--- src/rtl/inst_mem_param_if.sv ---
// Fetch/program-load bus for the parametrised instruction memory.
// master = loader/fetch side, slave = memory.
interface inst_mem_param_if #(
  parameter int DATA_W = 20,
  parameter int ADDR_W = 5
);
  logic              rd_en;
  logic [ADDR_W-1:0] rd_addr;
  logic              wr_en;
  logic [ADDR_W-1:0] wr_addr;
  logic [DATA_W-1:0] wr_data;
  logic [DATA_W-1:0] rd_data;
  logic              rd_valid;
  logic              rd_err;
  logic              wr_err;
  logic              busy;

  modport master (
    output rd_en, rd_addr, wr_en, wr_addr, wr_data,
    input  rd_data, rd_valid, rd_err, wr_err, busy
  );

  modport slave (
    input  rd_en, rd_addr, wr_en, wr_addr, wr_data,
    output rd_data, rd_valid, rd_err, wr_err, busy
  );
endinterface

--- src/rtl/inst_mem_param.sv ---
// Parametrised instruction memory: registered fetch port, program-load write
// port with write-first forwarding, and a post-reset fill of every entry.
//
//  state  | meaning
//  S_INIT | writing INIT_VALUE to entry ptr each cycle; requests ignored, busy=1
//  S_RUN  | normal fetch/load service until the next reset
module inst_mem_param #(
  parameter int                 DATA_W     = 20,
  parameter int                 ADDR_W     = 5,
  parameter int                 DEPTH      = 32,
  parameter logic [DATA_W-1:0]  INIT_VALUE = '0
) (
  input  logic              clk,
  input  logic              rst,
  inst_mem_param_if.slave   bus
);

  localparam int IDX_W = (DEPTH > 1) ? $clog2(DEPTH) : 1;
  localparam logic [ADDR_W:0] DEPTH_W = DEPTH[ADDR_W:0];
  localparam logic [ADDR_W:0] LAST_W  = DEPTH_W - 1'b1;

  typedef enum logic {S_INIT, S_RUN} state_t;

  state_t            state_q, state_d;
  logic [ADDR_W:0]   ptr_q, ptr_d;
  logic [DATA_W-1:0] rd_data_q, rd_data_d;
  logic              rd_valid_q, rd_valid_d;
  logic              rd_err_q, rd_err_d;
  logic              wr_err_q, wr_err_d;

  logic [DATA_W-1:0] mem_q [DEPTH];
  logic              mem_we;
  logic [IDX_W-1:0]  mem_widx;
  logic [DATA_W-1:0] mem_wdata;

  logic              rd_oor, wr_oor, wr_hit;
  logic [IDX_W-1:0]  rd_idx, wr_idx;

  // Full-width compare so DEPTH == 2**ADDR_W never flags a valid address.
  assign rd_oor = {1'b0, bus.rd_addr} >= DEPTH_W;
  assign wr_oor = {1'b0, bus.wr_addr} >= DEPTH_W;
  assign rd_idx = bus.rd_addr[IDX_W-1:0];
  assign wr_idx = bus.wr_addr[IDX_W-1:0];
  assign wr_hit = bus.wr_en && (bus.wr_addr == bus.rd_addr);

  always_comb begin
    state_d    = state_q;
    ptr_d      = ptr_q;
    rd_data_d  = rd_data_q;
    rd_valid_d = 1'b0;
    rd_err_d   = 1'b0;
    wr_err_d   = 1'b0;
    mem_we     = 1'b0;
    mem_widx   = ptr_q[IDX_W-1:0];
    mem_wdata  = INIT_VALUE;
    case (state_q)
      S_INIT: begin
        mem_we = 1'b1;
        ptr_d  = ptr_q + 1'b1;
        if (ptr_q == LAST_W) state_d = S_RUN;
      end
      S_RUN: begin
        if (bus.rd_en) begin
          rd_valid_d = 1'b1;
          if (rd_oor) begin
            rd_err_d  = 1'b1;
            rd_data_d = '0;
          end else if (wr_hit) begin
            rd_data_d = bus.wr_data;
          end else begin
            rd_data_d = mem_q[rd_idx];
          end
        end
        if (bus.wr_en) begin
          if (wr_oor) begin
            wr_err_d = 1'b1;
          end else begin
            mem_we    = 1'b1;
            mem_widx  = wr_idx;
            mem_wdata = bus.wr_data;
          end
        end
      end
      default: state_d = S_INIT;
    endcase
  end

  always_ff @(posedge clk) begin
    if (rst) begin
      state_q    <= S_INIT;
      ptr_q      <= '0;
      rd_data_q  <= '0;
      rd_valid_q <= 1'b0;
      rd_err_q   <= 1'b0;
      wr_err_q   <= 1'b0;
    end else begin
      state_q    <= state_d;
      ptr_q      <= ptr_d;
      rd_data_q  <= rd_data_d;
      rd_valid_q <= rd_valid_d;
      rd_err_q   <= rd_err_d;
      wr_err_q   <= wr_err_d;
    end
  end

  // Storage is deliberately left alone on the reset edge; the INIT fill follows.
  always_ff @(posedge clk) begin
    if (!rst && mem_we) mem_q[mem_widx] <= mem_wdata;
  end

  assign bus.rd_data  = rd_data_q;
  assign bus.rd_valid = rd_valid_q;
  assign bus.rd_err   = rd_err_q;
  assign bus.wr_err   = wr_err_q;
  assign bus.busy     = (state_q == S_INIT);

endmodule

--- src/flat_wrapper.sv ---
// flat-port wrapper written by rule: the top's interface ports become plain ports
module inst_mem_param_flat 
#(
  parameter int                 DATA_W     = 20,
  parameter int                 ADDR_W     = 5,
  parameter int                 DEPTH      = 32,
  parameter logic [DATA_W-1:0]  INIT_VALUE = '0
)
  (clk, rst, bus_rd_en, bus_rd_addr, bus_wr_en, bus_wr_addr, bus_wr_data, bus_rd_data, bus_rd_valid, bus_rd_err, bus_wr_err, bus_busy);
  inst_mem_param_if #(.DATA_W(DATA_W), .ADDR_W(ADDR_W)) bus_i ();
  input  logic clk;
  input  logic rst;
  input wire logic [$bits(bus_i.rd_en)-1:0] bus_rd_en;
  input wire logic [$bits(bus_i.rd_addr)-1:0] bus_rd_addr;
  input wire logic [$bits(bus_i.wr_en)-1:0] bus_wr_en;
  input wire logic [$bits(bus_i.wr_addr)-1:0] bus_wr_addr;
  input wire logic [$bits(bus_i.wr_data)-1:0] bus_wr_data;
  output wire logic [$bits(bus_i.rd_data)-1:0] bus_rd_data;
  output wire logic [$bits(bus_i.rd_valid)-1:0] bus_rd_valid;
  output wire logic [$bits(bus_i.rd_err)-1:0] bus_rd_err;
  output wire logic [$bits(bus_i.wr_err)-1:0] bus_wr_err;
  output wire logic [$bits(bus_i.busy)-1:0] bus_busy;
  assign bus_i.rd_en = bus_rd_en;
  assign bus_i.rd_addr = bus_rd_addr;
  assign bus_i.wr_en = bus_wr_en;
  assign bus_i.wr_addr = bus_wr_addr;
  assign bus_i.wr_data = bus_wr_data;
  assign bus_rd_data = bus_i.rd_data;
  assign bus_rd_valid = bus_i.rd_valid;
  assign bus_rd_err = bus_i.rd_err;
  assign bus_wr_err = bus_i.wr_err;
  assign bus_busy = bus_i.busy;
  inst_mem_param #(.DATA_W(DATA_W), .ADDR_W(ADDR_W), .DEPTH(DEPTH), .INIT_VALUE(INIT_VALUE)) u_core (.clk(clk), .rst(rst), .bus(bus_i));
endmodule
--- config.mk ---
export PLATFORM = sky130hd
export DESIGN_NAME = inst_mem_param_flat
export DESIGN_NICKNAME = d
export VERILOG_FILES = /design/src/rtl/inst_mem_param_if.sv /design/src/rtl/inst_mem_param.sv /design/src/flat_wrapper.sv
export SDC_FILE = /design/constraint.sdc
export NUM_CORES = 1
export LEC_CHECK = 0
export CAP_MARGIN = 20
export CORE_MARGIN = 2
export CORE_UTILIZATION = 55
export CTS_BUF_LIST = sky130_fd_sc_hd__clkbuf_8
export CTS_CLUSTER_DIAMETER = 30
export DETAILED_ROUTE_END_ITERATION = 12
export PLACE_DENSITY_LB_ADDON = 0.25
export SETUP_SLACK_MARGIN = 0.2
export SLEW_MARGIN = 10
export SYNTH_ARGS = -nofsm -noshare
export SYNTH_HDL_FRONTEND = slang
export SYNTH_SLANG_ARGS = --single-unit
export TNS_END_PERCENT = 30
--- constraint.sdc ---
create_clock -name clk -period 5.79 [get_ports clk]
set_input_delay 1.158 -clock clk [delete_from_list [all_inputs] [get_ports clk]]
set_output_delay 1.158 -clock clk [all_outputs]
set_load 0.05 [all_outputs]
==> results.md <==
- Dpl cell area: about 28000 sq um
- Cell Chain, Critical Path: clkdlybuf4s50_1, and2_1, buf_4, a22oi_1, a211oi_1, nand2_1, or4b_1, buf_8, o211ai_1
- RSZ-0062 raised after global routing: no
- Seq. cell area: approximately 20000 sq um
- Die Span Y: ~220 um
- Leading area contributor after synthesis: edfxtp_1
- Leak: between 9 and 10 nW
- Sequential area share after synthesis: 0.7639
- Synth Area in Simple Gates: 0.02281
- Post-Syn Area per Cell: around 22 sq um
- First-pass GRT wire length: between 80000 and 90000 um
- Critical Path AT: 4.34 ns
- DR vias/cell: 6.304
- Port Buffers: 55
- Area delta synth->final: 16.14%
- DP HPWL: between 30000 and 40000 um
- Worst R2R Path Depth: 8
- CP max stage delay: ~0.79 ns
- Drt first pass iters: 5
- Iteration-0 DRC Markers: between 1500 and 2000
- R2r startpoint: u_core.state_q$_SDFF_PP0_
- Worst-path clk slew: ~0.060 ns
- Starting Density: 0.5562
- Post-route ant nets: 0
- Pwr dens: around 340 nW/um^2
- Clk root buf: clkbuf_8
- Post-Syn Instances: 1169
- Post-layout instance area: approximately 30000 sq um
- Slew Limit Fails: 0
- Max layer used: met4
- Area of the multi-input gates: a little under 6000 sq um
- Worst setup path category: in -> reg
- Met3 WL post-DR: between 5000 and 6000 um
- CP max-delay cell: or4b_1
- FF+latch count, synth: between 600 and 700
- Slew @ Worst Pin: between 1 and 1.5 ns
- # diodes: 0
- Status: finished clean
- Maxcap violations: 0
- Req. time, crit path: about 6.4 ns
- NumNets Final: 1366
- Antenna violations before repair: 0
- Final count of hold timing violations: 0
- Largest net degree at the start of global routing: 58
- Via count: approximately 13000
- Xor/xnor share of the synthesized area: 0.002030
- Final setup violation count: 0
- Synth top area cells: edfxtp_1 (74%), mux4_2 (17%), dfxtp_1 (2.2%)
- HP Class: reg -> reg
- Die Area: 48830 sq um
- Adder-cell share of the synthesized area: 0.0004832
- Final Util: 0.6459
- Crit. Startpoint: bus_wr_en
- Met1 WL: 24950 um
- Longest Clk Path Bufs: 3
- Compound-Gate Fraction of Synth Area: 0.01097
- RR Endpoint: u_core.bus.rd_data[6]$_SDFFE_PP0P_
- Total GRT Usage: 0.2568
- Post-CTS Setup Inserts: 0
- Num ports: 58
- Later-pin clock latency in the skew report: ~0.7 ns
- Synth unique cells: 40
- Cts hold-fix bufs: 0
- Synthesis warning total: 0
- DRC: 0
- Leading register cell type out of synthesis: edfxtp_1
- H-tree levels: 3
- R2r setup slk: approximately 2.4 ns
- GRT overflow: 0
- Routed length per instance: ~30 um
- Mux share of post-synthesis cell area: 0.1834
- Total negative slack: 0 ns
- FMAX: 0.2686 GHz
- Fillers: 3054
- Crit start category: input pin
- Synth async-reset ratio: 0
- Num Clock Sinks: ~670
- Met2 wire length: between 20000 and 30000 um
- Crit share post-route: 0.6431
- Final hold slack: about 0.48 ns
- Routability Congestion: approximately 0.83
- PostCTS Resize Cnt: 0
- Core area: around 47000 sq um
- Worst-case clock skew: ~0.037 ns
- Largest family of logic cells by synthesized area: multiplexers
- Shortest period the worst path allows: 3.724 ns
- Yosys top cell area share: 0.7422
- Rel. slew slack: 0.3060
- Die X-Extent: 221.0 um
- Mapped cell area: roughly 26000 sq um
- Row count: between 70 and 80
- CP endpoint kind: flip-flop
- CTS tree: built
- Layout cell share with drive strength beyond 1: 0.3392
- Critical Path Fanout Max: 21
- Routed WL: a little over 60000 um
- Post-synth EDFFs: between 600 and 700
- Vias in the first global route: around 13000
- Num CTS Buffers: roughly 120
- Critical Path End: u_core.bus.rd_data[6]$_SDFFE_PP0P_
- Worst vdd ir: roughly 0.28 mV
==> metrics by stage <==
stage	power [mW]	std cells	worst slack [ns]
4_1_cts	10.26	2036	2.004
3_5_place_dp	5.740	1818	1.261
6_report	10.19	2037	2.066
5_1_grt	10.50	2037	1.920
2_1_floorplan	5.616	1170	2.475
3_3_place_gp	5.737	1818	1.318
==> synthesized netlist by cell type (2+ instances only) <==
| master | instances |
|---|---|
| a21o_1 | 3 |
| a21oi_1 | 3 |
| a22oi_1 | 2 |
| a31oi_1 | 2 |
| and2_1 | 2 |
| buf_1 | 9 |
| buf_2 | 15 |
| buf_4 | 2 |
| buf_6 | 8 |
| clkbuf_1 | 31 |
| dfxtp_1 | 28 |
| edfxtp_1 | 640 |
| inv_1 | 23 |
| mux2_2 | 20 |
| mux2i_1 | 2 |
| mux4_2 | 200 |
| nand2_1 | 79 |
| nand3_1 | 7 |
| nand3b_1 | 3 |
| nor2_1 | 42 |
| nor2b_1 | 2 |
| o211ai_1 | 20 |
| o21ai_0 | 2 |
| o31ai_1 | 2 |
| or3_1 | 3 |
| xnor2_1 | 4 |
| xor2_1 | 2 |
==> final cells by class <==
type	instances	area share
clock inverters	97	0.02834
flip-flops and latches	668	0.6578
well taps	607	0.02526
multi-input cells	413	0.1926
inverters	24	0.003037
repair buffers	107	0.03761
clock buffers	121	0.05538
==> registers in the layout, indices dropped and copies added, names as in the netlist <==
signal               cells
u_core.bus.rd_data      20
u_core.bus.rd_valid      1
u_core.ptr_q             6
u_core.mem_q           640
u_core.state_q           1
==> layer usage <==
metal,up-vias,global-route usage
met4,0,0.07101
met2,704,0.3878
met3,81,0.06706
met5,-,0
met1,6844,0.3781
li1,5212,-
==> worst min-delay path by stage <==
stage                                              from                                  end  slack, ns  depth (start not counted)
CTS                  u_core.bus.rd_data[1]$_SDFFE_PP0P_   u_core.bus.rd_data[1]$_SDFFE_PP0P_       0.49                          2
floorplan                  u_core.ptr_q[5]$_SDFFE_PP0N_         u_core.ptr_q[5]$_SDFFE_PP0N_       0.49                          2
finish               u_core.bus.rd_data[1]$_SDFFE_PP0P_   u_core.bus.rd_data[1]$_SDFFE_PP0P_       0.48                          2
detailed placement   u_core.bus.rd_data[1]$_SDFFE_PP0P_   u_core.bus.rd_data[1]$_SDFFE_PP0P_       0.47                          2
global route        u_core.bus.rd_data[13]$_SDFFE_PP0P_  u_core.bus.rd_data[13]$_SDFFE_PP0P_       0.52                          2
global placement     u_core.bus.rd_data[5]$_SDFFE_PP0P_   u_core.bus.rd_data[5]$_SDFFE_PP0P_       0.46                          2
==> layout by cell type, fill, tap and decap left out, types with 25 or more instances in the layout <==
master / synthesis / routed
dfxtp_1: 28 / 28
mux4_2: 200 / 200
clkbuf_8: 0 / 121
clkdlybuf4s50_1: 0 / 51
edfxtp_1: 640 / 640
nand2_1: 79 / 79
inv_1: 23 / 53
clkinv_2: 0 / 25
buf_4: 2 / 38
nor2_2: 0 / 31
==> worst max-delay path, delay by kind of cell <==
kind | cells | cell delay (ns)
compound gates | 3 | 0.65
buf+inv | 3 | 1.29
simple gates | 3 | 1.23
==> logic make-up after synthesis <==
kind of cell | after synthesis
compound gates | 39
mux | 222
xor+xnor | 6
fa+ha+maj | 1
simple gates | 143
other cells | 1
buf+inv | 89
flops | 668
==> power by group <==
part / switching (mW) / leakage [nW] / internal, mW
Sequential: 0.0102 / 5.46 / 5.25
Combinational: 0.192 / 2.20 / 0.184
Clock: 1.92 / 1.38 / 2.63
No activity file was read; power rests on OpenSTA's default activity.
